[src/rtl/defines_pkg.sv]
// Shared encodings for the memory stage: memop codes, byte-enable
// patterns, FSM state type and small decode helpers.
package defines;

    localparam int MEMOP_W = 4;

    localparam logic [MEMOP_W-1:0] MEMOP_NONE = 4'd0;
    localparam logic [MEMOP_W-1:0] MEMOP_LB   = 4'd1;
    localparam logic [MEMOP_W-1:0] MEMOP_LBU  = 4'd2;
    localparam logic [MEMOP_W-1:0] MEMOP_LH   = 4'd3;
    localparam logic [MEMOP_W-1:0] MEMOP_LHU  = 4'd4;
    localparam logic [MEMOP_W-1:0] MEMOP_LW   = 4'd5;
    localparam logic [MEMOP_W-1:0] MEMOP_SB   = 4'd6;
    localparam logic [MEMOP_W-1:0] MEMOP_SH   = 4'd7;
    localparam logic [MEMOP_W-1:0] MEMOP_SW   = 4'd8;

    localparam logic [3:0] BE_BYTE = 4'b0001;
    localparam logic [3:0] BE_HALF = 4'b0011;
    localparam logic [3:0] BE_WORD = 4'b1111;

    typedef enum logic [1:0] {
        ST_IDLE = 2'd0,
        ST_BUSY = 2'd1,
        ST_DONE = 2'd2
    } state_t;

    function automatic logic memop_is_load(input logic [MEMOP_W-1:0] op);
        return (op >= MEMOP_LB) && (op <= MEMOP_LW);
    endfunction

    function automatic logic memop_is_store(input logic [MEMOP_W-1:0] op);
        return (op >= MEMOP_SB) && (op <= MEMOP_SW);
    endfunction

    // Byte ops are always aligned; halves need bit 0 clear, words both bits.
    function automatic logic memop_aligned(input logic [MEMOP_W-1:0] op,
                                           input logic [1:0]         a);
        logic ok;
        ok = 1'b1;
        if (op == MEMOP_LH || op == MEMOP_LHU || op == MEMOP_SH) ok = ~a[0];
        if (op == MEMOP_LW || op == MEMOP_SW)                    ok = (a == 2'b00);
        return ok;
    endfunction

endpackage

[src/rtl/load_align.sv]
// Picks the addressed byte/half out of a little-endian bus word and
// sign- or zero-extends it to 32 bits. Purely combinational.
module load_align
    import defines::*;
(
    input  logic [MEMOP_W-1:0] i_memop,
    input  logic [1:0]         i_addr_lo,
    input  logic [31:0]        i_rdata,
    output logic [31:0]        o_data
);

    logic [7:0]  w_byte;
    logic [15:0] w_half;

    assign w_byte = i_rdata[{i_addr_lo, 3'b000} +: 8];
    assign w_half = i_addr_lo[1] ? i_rdata[31:16] : i_rdata[15:0];

    // Extension chosen by load flavour; LW (and anything else) passes the word.
    always_comb begin
        o_data = i_rdata;
        case (i_memop)
            MEMOP_LB:  o_data = {{24{w_byte[7]}}, w_byte};
            MEMOP_LBU: o_data = {24'b0, w_byte};
            MEMOP_LH:  o_data = {{16{w_half[15]}}, w_half};
            MEMOP_LHU: o_data = {16'b0, w_half};
            default:   o_data = i_rdata;
        endcase
    end

endmodule

[src/rtl/mem_stage.sv]
// Memory-access pipeline stage: issues loads/stores on a req/ack bus,
// stalls upstream while the access is outstanding, aborts after TIMEOUT
// cycles without ack, and feeds aligned load data to MEM/WB.
module mem_stage
    import defines::*;
#(
    parameter int TIMEOUT = 255
)(
    input  logic               clk,
    input  logic               rst_n,
    input  logic [MEMOP_W-1:0] ex_memop,
    input  logic [31:0]        ex_addr,
    input  logic [31:0]        ex_sdata,
    input  logic               ex_we,
    input  logic [4:0]         ex_waddr,
    input  logic [31:0]        ex_wdata,
    output logic               mem_we,
    output logic [4:0]         mem_waddr,
    output logic [31:0]        mem_wdata,
    output logic               stall_req,
    output logic               exc_adel,
    output logic               exc_ades,
    output logic               bus_err,
    output logic               dbus_req,
    output logic               dbus_wr,
    output logic [31:0]        dbus_addr,
    output logic [3:0]         dbus_be,
    output logic [31:0]        dbus_wdata,
    input  logic [31:0]        dbus_rdata,
    input  logic               dbus_ack
);

    localparam int              CNT_W  = $clog2(TIMEOUT + 1);
    localparam logic [CNT_W-1:0] TO_VAL = CNT_W'(TIMEOUT);

    state_t           r_state;
    state_t           w_next;
    logic [CNT_W-1:0] r_cnt;
    logic [31:0]      r_ldata;
    logic             r_bus_err;

    logic        w_is_load;
    logic        w_is_store;
    logic        w_is_mem;
    logic        w_aligned;
    logic        w_issue;
    logic        w_timeout;
    logic        w_req;
    logic        w_ack;
    logic        w_stall;
    logic [3:0]  w_be;
    logic [31:0] w_wdata;
    logic [31:0] w_align_data;

    assign w_is_load  = memop_is_load(ex_memop);
    assign w_is_store = memop_is_store(ex_memop);
    assign w_is_mem   = w_is_load | w_is_store;
    assign w_aligned  = memop_aligned(ex_memop, ex_addr[1:0]);
    assign w_issue    = (r_state == ST_IDLE) & w_is_mem & w_aligned;
    // The cycle the counter hits TIMEOUT is the abort cycle: request dropped.
    assign w_timeout  = (r_state == ST_BUSY) & (r_cnt == TO_VAL);
    assign w_req      = w_issue | ((r_state == ST_BUSY) & ~w_timeout);
    // Ack only counts while a request is actually on the bus.
    assign w_ack      = w_req & dbus_ack;
    assign w_stall    = w_issue | (r_state == ST_BUSY);

    load_align u_load_align (
        .i_memop   (ex_memop),
        .i_addr_lo (ex_addr[1:0]),
        .i_rdata   (dbus_rdata),
        .o_data    (w_align_data)
    );

    // Lane steering for sub-word stores; loads and SW use all four lanes.
    always_comb begin
        w_be    = BE_WORD;
        w_wdata = ex_sdata;
        case (ex_memop)
            MEMOP_SB: begin
                w_be    = BE_BYTE << ex_addr[1:0];
                w_wdata = {4{ex_sdata[7:0]}};
            end
            MEMOP_SH: begin
                w_be    = BE_HALF << ex_addr[1:0];
                w_wdata = {2{ex_sdata[15:0]}};
            end
            default: begin
                w_be    = BE_WORD;
                w_wdata = ex_sdata;
            end
        endcase
    end

    // Next-state logic for the IDLE -> BUSY -> DONE access sequence.
    always_comb begin
        w_next = r_state;
        case (r_state)
            ST_IDLE: if (w_issue) w_next = dbus_ack ? ST_DONE : ST_BUSY;
            ST_BUSY: begin
                if (w_timeout)     w_next = ST_IDLE;
                else if (dbus_ack) w_next = ST_DONE;
            end
            ST_DONE: w_next = ST_IDLE;
            default: w_next = ST_IDLE;
        endcase
    end

    // State register.
    always_ff @(posedge clk or negedge rst_n) begin
        if (!rst_n) r_state <= ST_IDLE;
        else        r_state <= w_next;
    end

    // Wait counter: runs only in BUSY, cleared everywhere else.
    always_ff @(posedge clk or negedge rst_n) begin
        if (!rst_n)                                r_cnt <= '0;
        else if (r_state == ST_BUSY && !w_timeout) r_cnt <= r_cnt + 1'b1;
        else                                       r_cnt <= '0;
    end

    // Load buffer captures the aligned word on the accepted ack.
    always_ff @(posedge clk or negedge rst_n) begin
        if (!rst_n)     r_ldata <= '0;
        else if (w_ack) r_ldata <= w_align_data;
    end

    // Timeout pulse is registered, so it shows the cycle after the abort.
    always_ff @(posedge clk or negedge rst_n) begin
        if (!rst_n) r_bus_err <= 1'b0;
        else        r_bus_err <= w_timeout;
    end

    // Output drive; everything is forced low while reset is asserted.
    always_comb begin
        mem_we     = 1'b0;
        mem_waddr  = '0;
        mem_wdata  = '0;
        stall_req  = 1'b0;
        exc_adel   = 1'b0;
        exc_ades   = 1'b0;
        bus_err    = 1'b0;
        dbus_req   = 1'b0;
        dbus_wr    = 1'b0;
        dbus_addr  = '0;
        dbus_be    = '0;
        dbus_wdata = '0;
        if (rst_n) begin
            stall_req = w_stall;
            bus_err   = r_bus_err;
            exc_adel  = (r_state == ST_IDLE) & w_is_load  & ~w_aligned;
            exc_ades  = (r_state == ST_IDLE) & w_is_store & ~w_aligned;
            dbus_req  = w_req;
            if (w_req) begin
                dbus_wr    = w_is_store;
                dbus_addr  = {ex_addr[31:2], 2'b00};
                dbus_be    = w_be;
                dbus_wdata = w_wdata;
            end
            mem_waddr = ex_waddr;
            mem_wdata = (r_state == ST_DONE && w_is_load) ? r_ldata : ex_wdata;
            // Bubble while stalled or when the access faulted.
            mem_we    = ex_we & ~w_stall & ~exc_adel & ~exc_ades;
        end
    end

endmodule

[config.mk]
export PLATFORM = sky130hd
export DESIGN_NAME = mem_stage
export DESIGN_NICKNAME = d
export VERILOG_FILES = /design/src/rtl/defines_pkg.sv /design/src/rtl/load_align.sv /design/src/rtl/mem_stage.sv
export SDC_FILE = /design/constraint.sdc
export NUM_CORES = 1
export LEC_CHECK = 0
export BUFFER_PORTS_ARGS = -buffer_cell sky130_fd_sc_hd__buf_4
export CAP_MARGIN = 20
export CORE_MARGIN = 2
export CORE_UTILIZATION = 49
export DETAILED_ROUTE_END_ITERATION = 10
export GPL_ROUTABILITY_DRIVEN = 0
export PLACE_DENSITY = 0.88
export SYNTH_ARGS = -nofsm -noshare
export SYNTH_HDL_FRONTEND = slang
export SYNTH_SLANG_ARGS = --single-unit
[constraint.sdc]
create_clock -name clk -period 5.4 [get_ports clk]
set_input_delay 0.54 -clock clk [delete_from_list [all_inputs] [get_ports clk]]
set_output_delay 0.54 -clock clk [all_outputs]
set_load 0.02 [all_outputs]
==> run metrics <==
status=completed; Global Route Usage Sum=29.9%; Iteration-0 DRC Markers=about 470; Final nets=881; H-Tree Depth=2; Ports=about 250; Tcrit/Tclk final=between 60% and 70%; Post-DP HPWL=11,800 um; Slew @ Worst Pin=874 ps; Distinct cells, synth=66; Comb power frac=between 40% and 50%; Total Wirelength=15,600 um; largest area contributor in the netlist=dfrtp_1; DR pass1 iterations=5; die area=9680 um2; Slew Limit Fails=0; Port Buf Inserts=250; initial core utilization=50.3%; switching share of power=approximately 37%; synthesized instance count=about 530; largest net degree at the start of global routing=73; total gr overflow=0; fillcell total=between 600 and 700; setup tns final=0 ps; asr flop ratio synth=100%; Yosys warning count=0; Max Cap Viol=0; worst path arrival time=2950 ps; share of cells above drive strength 1=between 40 and 50%; Crit Path Class=register to primary output; Worst Path Max Fanout=62; clock network power share=17.7%; number of global-route vias before repair=4,722; total power=1.45 mW; Post-Syn Area=4370 um2; PostCTS Resize Cnt=0; Max Fclk=0.287 GHz; # rows=34; Fin Hold WS=279 ps; P_int=910 uW; dpl ws=roughly 1900 ps; Synth area leaders=dfrtp_1, and3b_1, nand2_1; Horiz. Die Dim=98.4 um; core footprint=8680 um2; clk_skew=10.2 ps; Reg power frac=33.9%; flops & latches, synth=between 40 and 50; Post-CTS Setup Bufs=0; worst hold path class=primary input to async pin; Rel. slew slack=between 40% and 50%; Final Critical Period=approximately 3500 ps; Clk Tree Root Cell=clkbuf_8; CTS tree=built; DRT antenna net count=0; post-synth top area share=24.6%; sequential-to-total area share from yosys stat=24.6%; initial antenna violation count=1; maximum vdd ir drop=0.167 mV; power density cells=about 230 nW/um2; placed cell area=6170 um2; residual DRC count=0; final instance area=6320 um2; RSZ-0062 raised after global routing=false; Layout area overhead=44.7%; EDFF count, synth=0; final hold vios=0; total number of vias=between 5k and 6k; Synth Area per Inst=about 8.2 um2; leak pwr=between 3 and 4 nW; Sink Count=43; Critical Path RT=4860 ps; DR vias/cell=5.90; Startpoint Class=register; Worst-Skew Late Latency=300 ps; clk buf depth=2; Hold Buf Count CTS=0; Routed WL per cell=18.3 um; first-pass GRT wire length=23,700 um; CTS buffer count=5; PnR worst setup slack=approximately 1900 ps; Final Setup Violations=0; Die Y-Extent=98.4 um; Switch Pwr=540 uW; CP endpoint kind=primary output; ys flop type=dfrtp_1; Worst-path clk slew=90 ps
[final timing paths]
kind / startpoint / endpoint / slack, ps / depth (start not counted)
worst max-delay path: r_cnt[0] / dbus_wdata[1] / 1910 / 7
worst max register to register: r_cnt[0] / r_ldata[22] / 2980 / 6
max in group asynchronous: rst_n / r_cnt[4] / 4290 / 2
worst min register to register: r_ldata[26] / r_ldata[26] / 520 / 1
min in group clk: dbus_ack / r_state[0] / 430 / 2
worst min-delay path: rst_n / r_ldata[18] / 280 / 1
[placed cells by master, fill, tap and decap left out, types with 3 or more instances in the layout]
cell / count
nand3b_1: 4
nor3b_1: 34
mux2_4: 8
a211oi_1: 6
nor2_1: 35
o41ai_1: 6
mux2_2: 9
a31oi_1: 11
nand3_1: 4
nand2_1: 69
a21oi_1: 24
or3b_2: 3
xor2_1: 4
buf_4: 257
dfrtp_1: 43
a311oi_1: 10
o311ai_0: 7
and2_1: 7
or4_1: 6
o2bb2ai_1: 16
nor3_1: 10
mux2i_1: 25
clkbuf_8: 5
and3b_1: 41
a21boi_0: 33
o21ai_0: 12
[metal layers]
layer / vias up / global-route usage (%) / part of all wire (%)
li1: 2386 / - / -
met1: 2322 / 35.9 / 38
met2: 249 / 53.5 / 51
met3: 48 / 4.72 / 7.2
met4: 0 / 11.9 / 3.9
met5: - / 0 / 0
[area by class of cell]
class | instances | area [um2] | area share [%]
clock buffer | 5 | 68.8 | 1.09
multi-input combinational | 428 | 3030 | 47.9
inverter | 3 | 13.8 | 0.218
sequential | 43 | 1080 | 17.0
timing repair buffer | 258 | 1950 | 30.9
tap | 108 | 135 | 2.14
clock inverter | 3 | 43.8 | 0.693
antenna | 1 | 2.50 | 0.0396
[per-stage QoR]
stage	cells	utilization, %
final	849	72.8
after global routing	849	72.8
after CTS	846	72.4
after detailed placement	838	71.1
after global placement	838	71.1
after floorplan	533	-
[power by group through the flow]
stage                     sequential [mW]  combinational [mW]  clock, mW
after detailed placement            0.494               0.687          0
final                               0.492               0.702      0.256
after global placement              0.489               0.668          0
after CTS                           0.487               0.690      0.255
after global routing                0.504               0.753      0.268
after floorplan                     0.472               0.442          0
[worst max-delay path, cell delays in order (launching register included)]
cell and delay [ps]:
dfrtp_1 410, ha_1 200, nand3_1 210, o31ai_1 780, o31a_2 400, buf_12 260, and3b_1 220, buf_4 160
[Yosys cell counts (3+ instances only)]
master / instances
nand2_1: 69
dfrtp_1: 43
and3b_1: 41
clkbuf_1: 39
nor2_1: 35
nor3b_1: 34
a21boi_0: 33
mux2i_1: 25
a21oi_1: 24
o2bb2ai_1: 16
o21ai_0: 12
a31oi_1: 11
buf_2: 11
a311oi_1: 10
nor3_1: 10
mux2_2: 9
mux2_4: 8
and2_1: 7
o311ai_0: 7
a211oi_1: 6
o41ai_1: 6
or4_1: 6
nand3_1: 4
nand3b_1: 4
xor2_1: 4
buf_1: 3
buf_4: 3
buf_6: 3
or3b_2: 3
[kinds of logic (layout without fill, tap and decap cells)]
logic type      after synthesis  in the layout  share of synthesized area (%)
simple gates                233            233                           31.6
compound gates              142            142                           23.9
buf+inv                      62            269                           6.48
mux                          44             44                           11.8
flops                        43             43                           24.6
xor+xnor                      6              6                           1.20
fa+ha+maj                     1              1                          0.287
other cells                   1              3                         0.0859
[sequential cells by signal, indices dropped and copies added, names as in the netlist]
signal / count
r_state: 2
r_cnt: 8
r_ldata: 32
r_bus_err: 1
Power figures use the tool's default switching activity.
